$ cat src/rtl/cpu_trace_buffer.sv
// Per-cycle retire-stage trace capture into a circular FIFO with a first-word-fall-through readout.
// Optional macro TRACE_REGDIFF_EN: log register writes only when the value differs from a shadow copy.
module cpu_trace_buffer #(
  parameter int PC_W        = 32,
  parameter int DATA_W      = 32,
  parameter int MADDR_W     = 12,
  parameter int DEPTH       = 16,
  parameter int CNT_W       = 16,
  parameter int MAX_CYCLES  = 154,
  parameter int WRAP        = 0,
  parameter int CAPTURE_ALL = 1
) (
  input  logic                     clk_i,
  input  logic                     rst_i,
  input  logic                     start_i,
  input  logic                     stop_i,
  input  logic [PC_W-1:0]          pc_i,
  input  logic [PC_W-1:0]          instr_i,
  input  logic                     rf_we_i,
  input  logic [4:0]               rf_waddr_i,
  input  logic [DATA_W-1:0]        rf_wdata_i,
  input  logic                     mem_we_i,
  input  logic [MADDR_W-1:0]       mem_addr_i,
  input  logic [DATA_W-1:0]        mem_wdata_i,
  output logic                     rd_valid_o,
  input  logic                     rd_ready_i,
  output logic [CNT_W-1:0]         rd_cycle_o,
  output logic [PC_W-1:0]          rd_pc_o,
  output logic [PC_W-1:0]          rd_instr_o,
  output logic [1:0]               rd_flags_o,
  output logic [4:0]               rd_raddr_o,
  output logic [DATA_W-1:0]        rd_rdata_o,
  output logic [MADDR_W-1:0]       rd_maddr_o,
  output logic [DATA_W-1:0]        rd_mdata_o,
  output logic [$clog2(DEPTH):0]   count_o,
  output logic [1:0]               state_o,
  output logic                     overflow_o
);

  localparam int PTR_W = $clog2(DEPTH);
  localparam int CW    = PTR_W + 1;

  typedef struct packed {
    logic [CNT_W-1:0]   cycle;
    logic [PC_W-1:0]    pc;
    logic [PC_W-1:0]    instr;
    logic [1:0]         flags;
    logic [4:0]         raddr;
    logic [DATA_W-1:0]  rdata;
    logic [MADDR_W-1:0] maddr;
    logic [DATA_W-1:0]  mdata;
  } entry_t;

  typedef enum logic [1:0] {
    S_IDLE = 2'd0,
    S_RUN  = 2'd1,
    S_DONE = 2'd2
  } state_t;

  state_t           r_state;
  state_t           w_state_next;
  logic [CNT_W-1:0] r_cycle;
  logic [PTR_W-1:0] r_rptr;
  logic [PTR_W-1:0] r_wptr;
  logic [CW-1:0]    r_count;
  logic             r_overflow;
  entry_t           r_head;
  entry_t           r_mem [DEPTH];

  logic             w_start_ok;
  logic             w_last;
  logic             w_sample;
  logic             w_rf_diff;
  logic             w_rf_q;
  logic             w_mem_q;
  logic             w_push_req;
  logic             w_full;
  logic             w_pop;
  logic             w_do_write;
  logic             w_overwrite;
  logic             w_drop;
  logic [CW-1:0]    w_count_next;
  logic [PTR_W-1:0] w_rptr_next;
  logic [PTR_W-1:0] w_wptr_next;
  entry_t           w_new;
  entry_t           w_head_next;

  // A new run may only be launched from IDLE or DONE
  assign w_start_ok = start_i && (r_state != S_RUN);
  assign w_sample   = (r_state == S_RUN) && !stop_i;
  assign w_last     = (MAX_CYCLES != 0) && (r_cycle == CNT_W'(MAX_CYCLES - 1));

  always_ff @(posedge clk_i) begin
    if (rst_i) r_state <= S_IDLE;
    else       r_state <= w_state_next;
  end

  always_comb begin
    w_state_next = r_state;
    case (r_state)
      S_IDLE, S_DONE: if (start_i) w_state_next = S_RUN;
      S_RUN: begin
        if (stop_i)      w_state_next = S_DONE;
        else if (w_last) w_state_next = S_DONE;
      end
      default: w_state_next = S_IDLE;
    endcase
  end

`ifdef TRACE_REGDIFF_EN
  logic [DATA_W-1:0] r_shadow [32];

  assign w_rf_diff = (rf_wdata_i != r_shadow[rf_waddr_i]);

  // Shadow tracks every nonzero-index write, qualifying or not
  always_ff @(posedge clk_i) begin
    if (rst_i || w_start_ok) begin
      for (int k = 0; k < 32; k++) r_shadow[k] <= '0;
    end else if (rf_we_i && (rf_waddr_i != 5'd0)) begin
      r_shadow[rf_waddr_i] <= rf_wdata_i;
    end
  end
`else
  assign w_rf_diff = 1'b1;
`endif

  assign w_rf_q     = rf_we_i && (rf_waddr_i != 5'd0) && w_rf_diff;
  assign w_mem_q    = mem_we_i;
  assign w_push_req = w_sample && ((CAPTURE_ALL != 0) || w_rf_q || w_mem_q);

  always_comb begin
    w_new       = '0;
    w_new.cycle = r_cycle;
    w_new.pc    = pc_i;
    w_new.instr = instr_i;
    w_new.flags = {w_mem_q, w_rf_q};
    if (w_rf_q) begin
      w_new.raddr = rf_waddr_i;
      w_new.rdata = rf_wdata_i;
    end
    if (w_mem_q) begin
      w_new.maddr = mem_addr_i;
      w_new.mdata = mem_wdata_i;
    end
  end

  assign w_full      = (r_count == CW'(DEPTH));
  assign w_pop       = (r_count != '0) && rd_ready_i;
  assign w_do_write  = w_push_req && (!w_full || w_pop || (WRAP != 0));
  assign w_overwrite = w_push_req && w_full && !w_pop && (WRAP != 0);
  assign w_drop      = w_push_req && w_full && !w_pop && (WRAP == 0);
  assign w_rptr_next = r_rptr + PTR_W'(w_pop || w_overwrite);
  assign w_wptr_next = r_wptr + PTR_W'(w_do_write);

  always_comb begin
    w_count_next = r_count;
    if (w_do_write && !w_pop && !w_overwrite) w_count_next = r_count + CW'(1);
    else if (!w_do_write && w_pop)            w_count_next = r_count - CW'(1);
  end

  // Next head: bypass the incoming entry when it lands in the head slot
  always_comb begin
    w_head_next = '0;
    if (w_count_next != '0) begin
      if (w_do_write && (r_wptr == w_rptr_next)) w_head_next = w_new;
      else                                       w_head_next = r_mem[w_rptr_next];
    end
  end

  always_ff @(posedge clk_i) begin
    if (w_do_write) r_mem[r_wptr] <= w_new;
  end

  always_ff @(posedge clk_i) begin
    if (rst_i || w_start_ok) begin
      r_rptr     <= '0;
      r_wptr     <= '0;
      r_count    <= '0;
      r_overflow <= 1'b0;
      r_cycle    <= '0;
      r_head     <= '0;
    end else begin
      r_rptr  <= w_rptr_next;
      r_wptr  <= w_wptr_next;
      r_count <= w_count_next;
      r_head  <= w_head_next;
      if (w_drop || w_overwrite) r_overflow <= 1'b1;
      if (w_sample && (r_cycle != '1)) r_cycle <= r_cycle + CNT_W'(1);
    end
  end

  assign rd_valid_o = (r_count != '0);
  assign rd_cycle_o = r_head.cycle;
  assign rd_pc_o    = r_head.pc;
  assign rd_instr_o = r_head.instr;
  assign rd_flags_o = r_head.flags;
  assign rd_raddr_o = r_head.raddr;
  assign rd_rdata_o = r_head.rdata;
  assign rd_maddr_o = r_head.maddr;
  assign rd_mdata_o = r_head.mdata;
  assign count_o    = r_count;
  assign state_o    = r_state;
  assign overflow_o = r_overflow;

endmodule

$ cat config.mk
export PLATFORM = sky130hd
export DESIGN_NAME = cpu_trace_buffer
export DESIGN_NICKNAME = d
export VERILOG_FILES = /design/src/rtl/cpu_trace_buffer.sv
export SDC_FILE = /design/constraint.sdc
export NUM_CORES = 2
export LEC_CHECK = 0
export ABC_AREA = 0
export CAP_MARGIN = 20
export CORE_ASPECT_RATIO = 0.6
export CORE_MARGIN = 5
export CORE_UTILIZATION = 40
export CTS_BUF_LIST = sky130_fd_sc_hd__clkbuf_8 sky130_fd_sc_hd__clkbuf_16
export CTS_CLUSTER_SIZE = 30
export DETAILED_ROUTE_END_ITERATION = 10
export SETUP_SLACK_MARGIN = 0.3
export SLEW_MARGIN = 40
export SYNTH_ARGS = -nofsm -noshare
export SYNTH_HDL_FRONTEND = slang
export SYNTH_SLANG_ARGS = --single-unit
$ cat constraint.sdc
create_clock -name clk_i -period 45 [get_ports clk_i]
set_input_delay 4.5 -clock clk_i [delete_from_list [all_inputs] [get_ports clk_i]]
set_output_delay 4.5 -clock clk_i [all_outputs]
set_load 0.01 [all_outputs]
==> results by group <==
GRT
  – Largest net degree at the start of global routing: 150
  – Aggregate global-route resource usage: about a fifth
  – Met1 usage: between 30% and 40%
  – Met3 Use GR: between 3 and 4%
  – First-pass GRT wire length: 442.0 mm
  – Congestion Overflow GR: 0
  – Initial antenna violation count: 28
  – Vias in the first global route: ~61000
  – Global route hottest layer: met2
  – Met2 global-route usage: roughly a third

Timing
  – Max Fclk: around 110 MHz
  – Final Skew: just under 0.08 ns
  – Part of the cycle the worst path needs: between 20% and 30%
  – Setup violators final: 0
  – Slew Viols, Final: 0
  – Slew at the pin closest to its max-slew limit: ~0.90 ns
  – Final worst slack: ~36 ns
  – Count of final hold-check violations: 0
  – Max-slew headroom: 39.23%
  – Hold WS: approximately 0.51 ns
  – Setup TNS: 0 ns
  – RSZ-0062 raised after global routing: false
  – Fin crit period: between 9 and 10 ns

Cells and area
  – Final core occ: between 40% and 50%
  – Layout area overhead: 15.32%
  – Share of cells above drive strength 1: between 10% and 20%
  – Most common cell after layout, fill and taps aside: edfxtp_1
  – Nets@finish: 7051
  – Final Cell Area: roughly 0.12 mm^2
  – Final std cells w/o fill: 10690
  – Most frequent cells in the layout: 2608 x edfxtp_1, 665 x nand2_1, 390 x mux2i_1

Floorplan
  – Row count: roughly 150
  – Core area: approximately 0.27 mm^2
  – Starting Density: between 40% and 50%
  – Die area: 0.2800 mm^2
  – Die width: a little under 700 um
  – Die Height: just over 400 um
  – Ports: 324

Worst setup path
  – R2R Path End: rd_maddr_o[1]
  – Worst path arrival time: ~10 ns
  – CP peak stage delay: approximately 0.76 ns
  – Worst EP required: ~46 ns
  – Critical Path End Type: flip-flop
  – Worst R2R Path Depth: 13
  – Register-to-Register Setup Slack: 39.26 ns
  – CP delay by family, top: buffers and inverters
  – RR Startpoint: count_o[0]
  – Slowest cell on the critical path: clkdlybuf4s50_1
  – Crit path buf inv count: 5
  – CP most frequent cell: buf_4
  – Startpoint Class: primary input
  – Cells along the critical path: clkdlybuf4s50_1 > inv_1 > or3_4 > nand2_8 > buf_4 > buf_4 > buf_4 > a2111oi_0 > nor4_1 > nand4_1 > a21oi_1
  – Kind of critical path: primary input to flip-flop
  – Crit-path max FO: 88

Synth
  – Top FF cell, synth: edfxtp_1
  – Sequential share of the synthesized area: about three quarters
  – Syn nets: 6773
  – Async set or reset register ratio after synthesis: 0%
  – Post-Synthesis Cells: between 6000 and 7000
  – Syn avg cell area: 16.28 um^2
  – Area contributors post-synth: edfxtp_1 73%, dfxtp_1 3.6%, mux2i_1 3.6%, nand2_1 2.3%, a211oi_1 2.1%
  – Biggest area consumer among synthesized cells: edfxtp_1
  – Synth cell types: 65
  – Synthesis warning total: 0
  – Synthesized flop and latch total: ~2800
  – Synth top area share: roughly 73%
  – Post-synth EDFFs: roughly 2600
  – Cell Area, Synth: 0.1077 mm^2

Hold path
  – Min-delay worst type: flip-flop to flip-flop
  – Hold Path End: state_o[1]
  – Hold depth: 2
  – Worst min-delay path startpoint: state_o[1]

Clock tree
  – CTS HTree Levels: 5
  – Root Driver: clkbuf_16
  – Clk slew on worst S/H paths: 0.06 ns
  – Clock Latency Late Sink: around 0.85 ns
  – CTS tree: yes
  – Setup Buffers After CTS: 0
  – Post_cts resized: 0
  – Number of buffers created by CTS: between 200 and 300
  – CTS Buffer Depth: 4
  – CTS Sinks: around 2800
  – Post-CTS Hold Fix Bufs: 0

Place
  – DP HPWL: roughly 160 mm
  – Port Buffers: about 320
  – Dpl cells: ~10000
  – Pre-CTS WS: roughly 35 ns
  – RD Place Congestion: 0.7725
  – Placed cell areas: between 0.1 and 0.15 mm^2

Power and ir drop
  – Max VDD drop: 0.09048 mV
  – Power consumption: around 6.5 mW
  – PwrDens: between 50 and 60 mW/mm^2
  – Lkg Pwr: approximately 40 nW

Routing
  – Post-DRT Antenna Nets: 0
  – Vias per cell: about 5.8
  – Wirelength per Cell: a little under 30 um
  – DRC viols: 0
  – Via count: 62350
  – DR pass1 iterations: 6
  – Total Wirelength: just over 300 mm
  – Initial DRC count: around 7400

Status
  – Status: complete, no violations

Job
  – # Max-Cap Violations: 0
layer usage:
metal | up-vias | part of all wire [%]
met3 | 432 | 7.5
met4 | 6 | 2.3
li1 | 26850 | -
met2 | 2828 | 46
met5 | - | 0.011
met1 | 32240 | 44
final cells by class:
| class | instances | area, um^2 |
|---|---|---|
| Timing Repair Buffer | 480 | 5082 |
| Multi-Input combinational cell | 3308 | 23600 |
| Clock inverter | 184 | 1409 |
| Sequential cell | 2803 | 82230 |
| Fill cell | 22590 | 143500 |
| Antenna cell | 11 | 27.53 |
| Tap cell | 3576 | 4474 |
| Clock buffer | 296 | 7216 |
| Inverter | 30 | 112.6 |
flip-flops by register name, indices dropped and copies added (netlist names), 12 cells and up:
name / cells
rd_pc_o: 32
rd_cycle_o: 16
r_cycle: 16
r_mem: 2608
rd_instr_o: 32
rd_maddr_o: 12
rd_mdata_o: 32
rd_rdata_o: 32
where the power goes:
part | internal (mW) | switching, mW
Clock | 1.27 | 0.965
Combinational | 0.483 | 0.883
Sequential | 2.88 | 0.0329
cell usage after synthesis, types with 89 or more instances:
master and number:
nor4_1 89, a32oi_1 134, mux2i_1 390, edfxtp_1 2608
a21oi_1 120, clkbuf_1 297, a211oi_1 298, nand3_1 128
nor2_1 151, o21ai_0 150, buf_2 137, a31oi_1 104
mux2_2 99, o22ai_1 97, mux4_2 99, nand2_1 669
a2111oi_0 109, and3_1 237, dfxtp_1 195
cells by family after synthesis:
| kind of cell | count (synthesis) | share of synthesized area [%] |
|---|---|---|
| flip-flops | 2803 | 76.37 |
| buffers and inverters | 502 | 2.021 |
| multiplexers | 588 | 6.733 |
| AO/OA/AOI/OAI | 1135 | 7.506 |
| AND/OR/NAND/NOR | 1552 | 7.071 |
| adder cells (fa/ha/maj) | 8 | 0.09298 |
| XOR/XNOR | 25 | 0.2034 |
worst register-to-register path: stages, from the launching register on:
cell      delay (ns)
dfxtp_1         0.40
inv_1           0.18
ha_1            0.20
nor4b_4         0.70
nor3_2          0.11
buf_4           0.35
nor2_4          0.18
buf_4           0.48
buf_6           0.61
buf_4           0.75
buf_6           0.66
mux4_2          0.62
a211oi_1        0.26
a211oi_1        0.11
how the worst max path moves through the flow:
stage	start	end	cells past startpoint
finish	rd_ready_i	rd_instr_o[30]	11
global route	rd_ready_i	rd_instr_o[30]	11
CTS	rd_ready_i	rd_instr_o[30]	11
detailed placement	rd_ready_i	rd_instr_o[30]	11
global placement	rd_ready_i	rd_instr_o[30]	11
floorplan	stop_i	r_mem[0][0]	4
(Power assumes the default switching activity.)
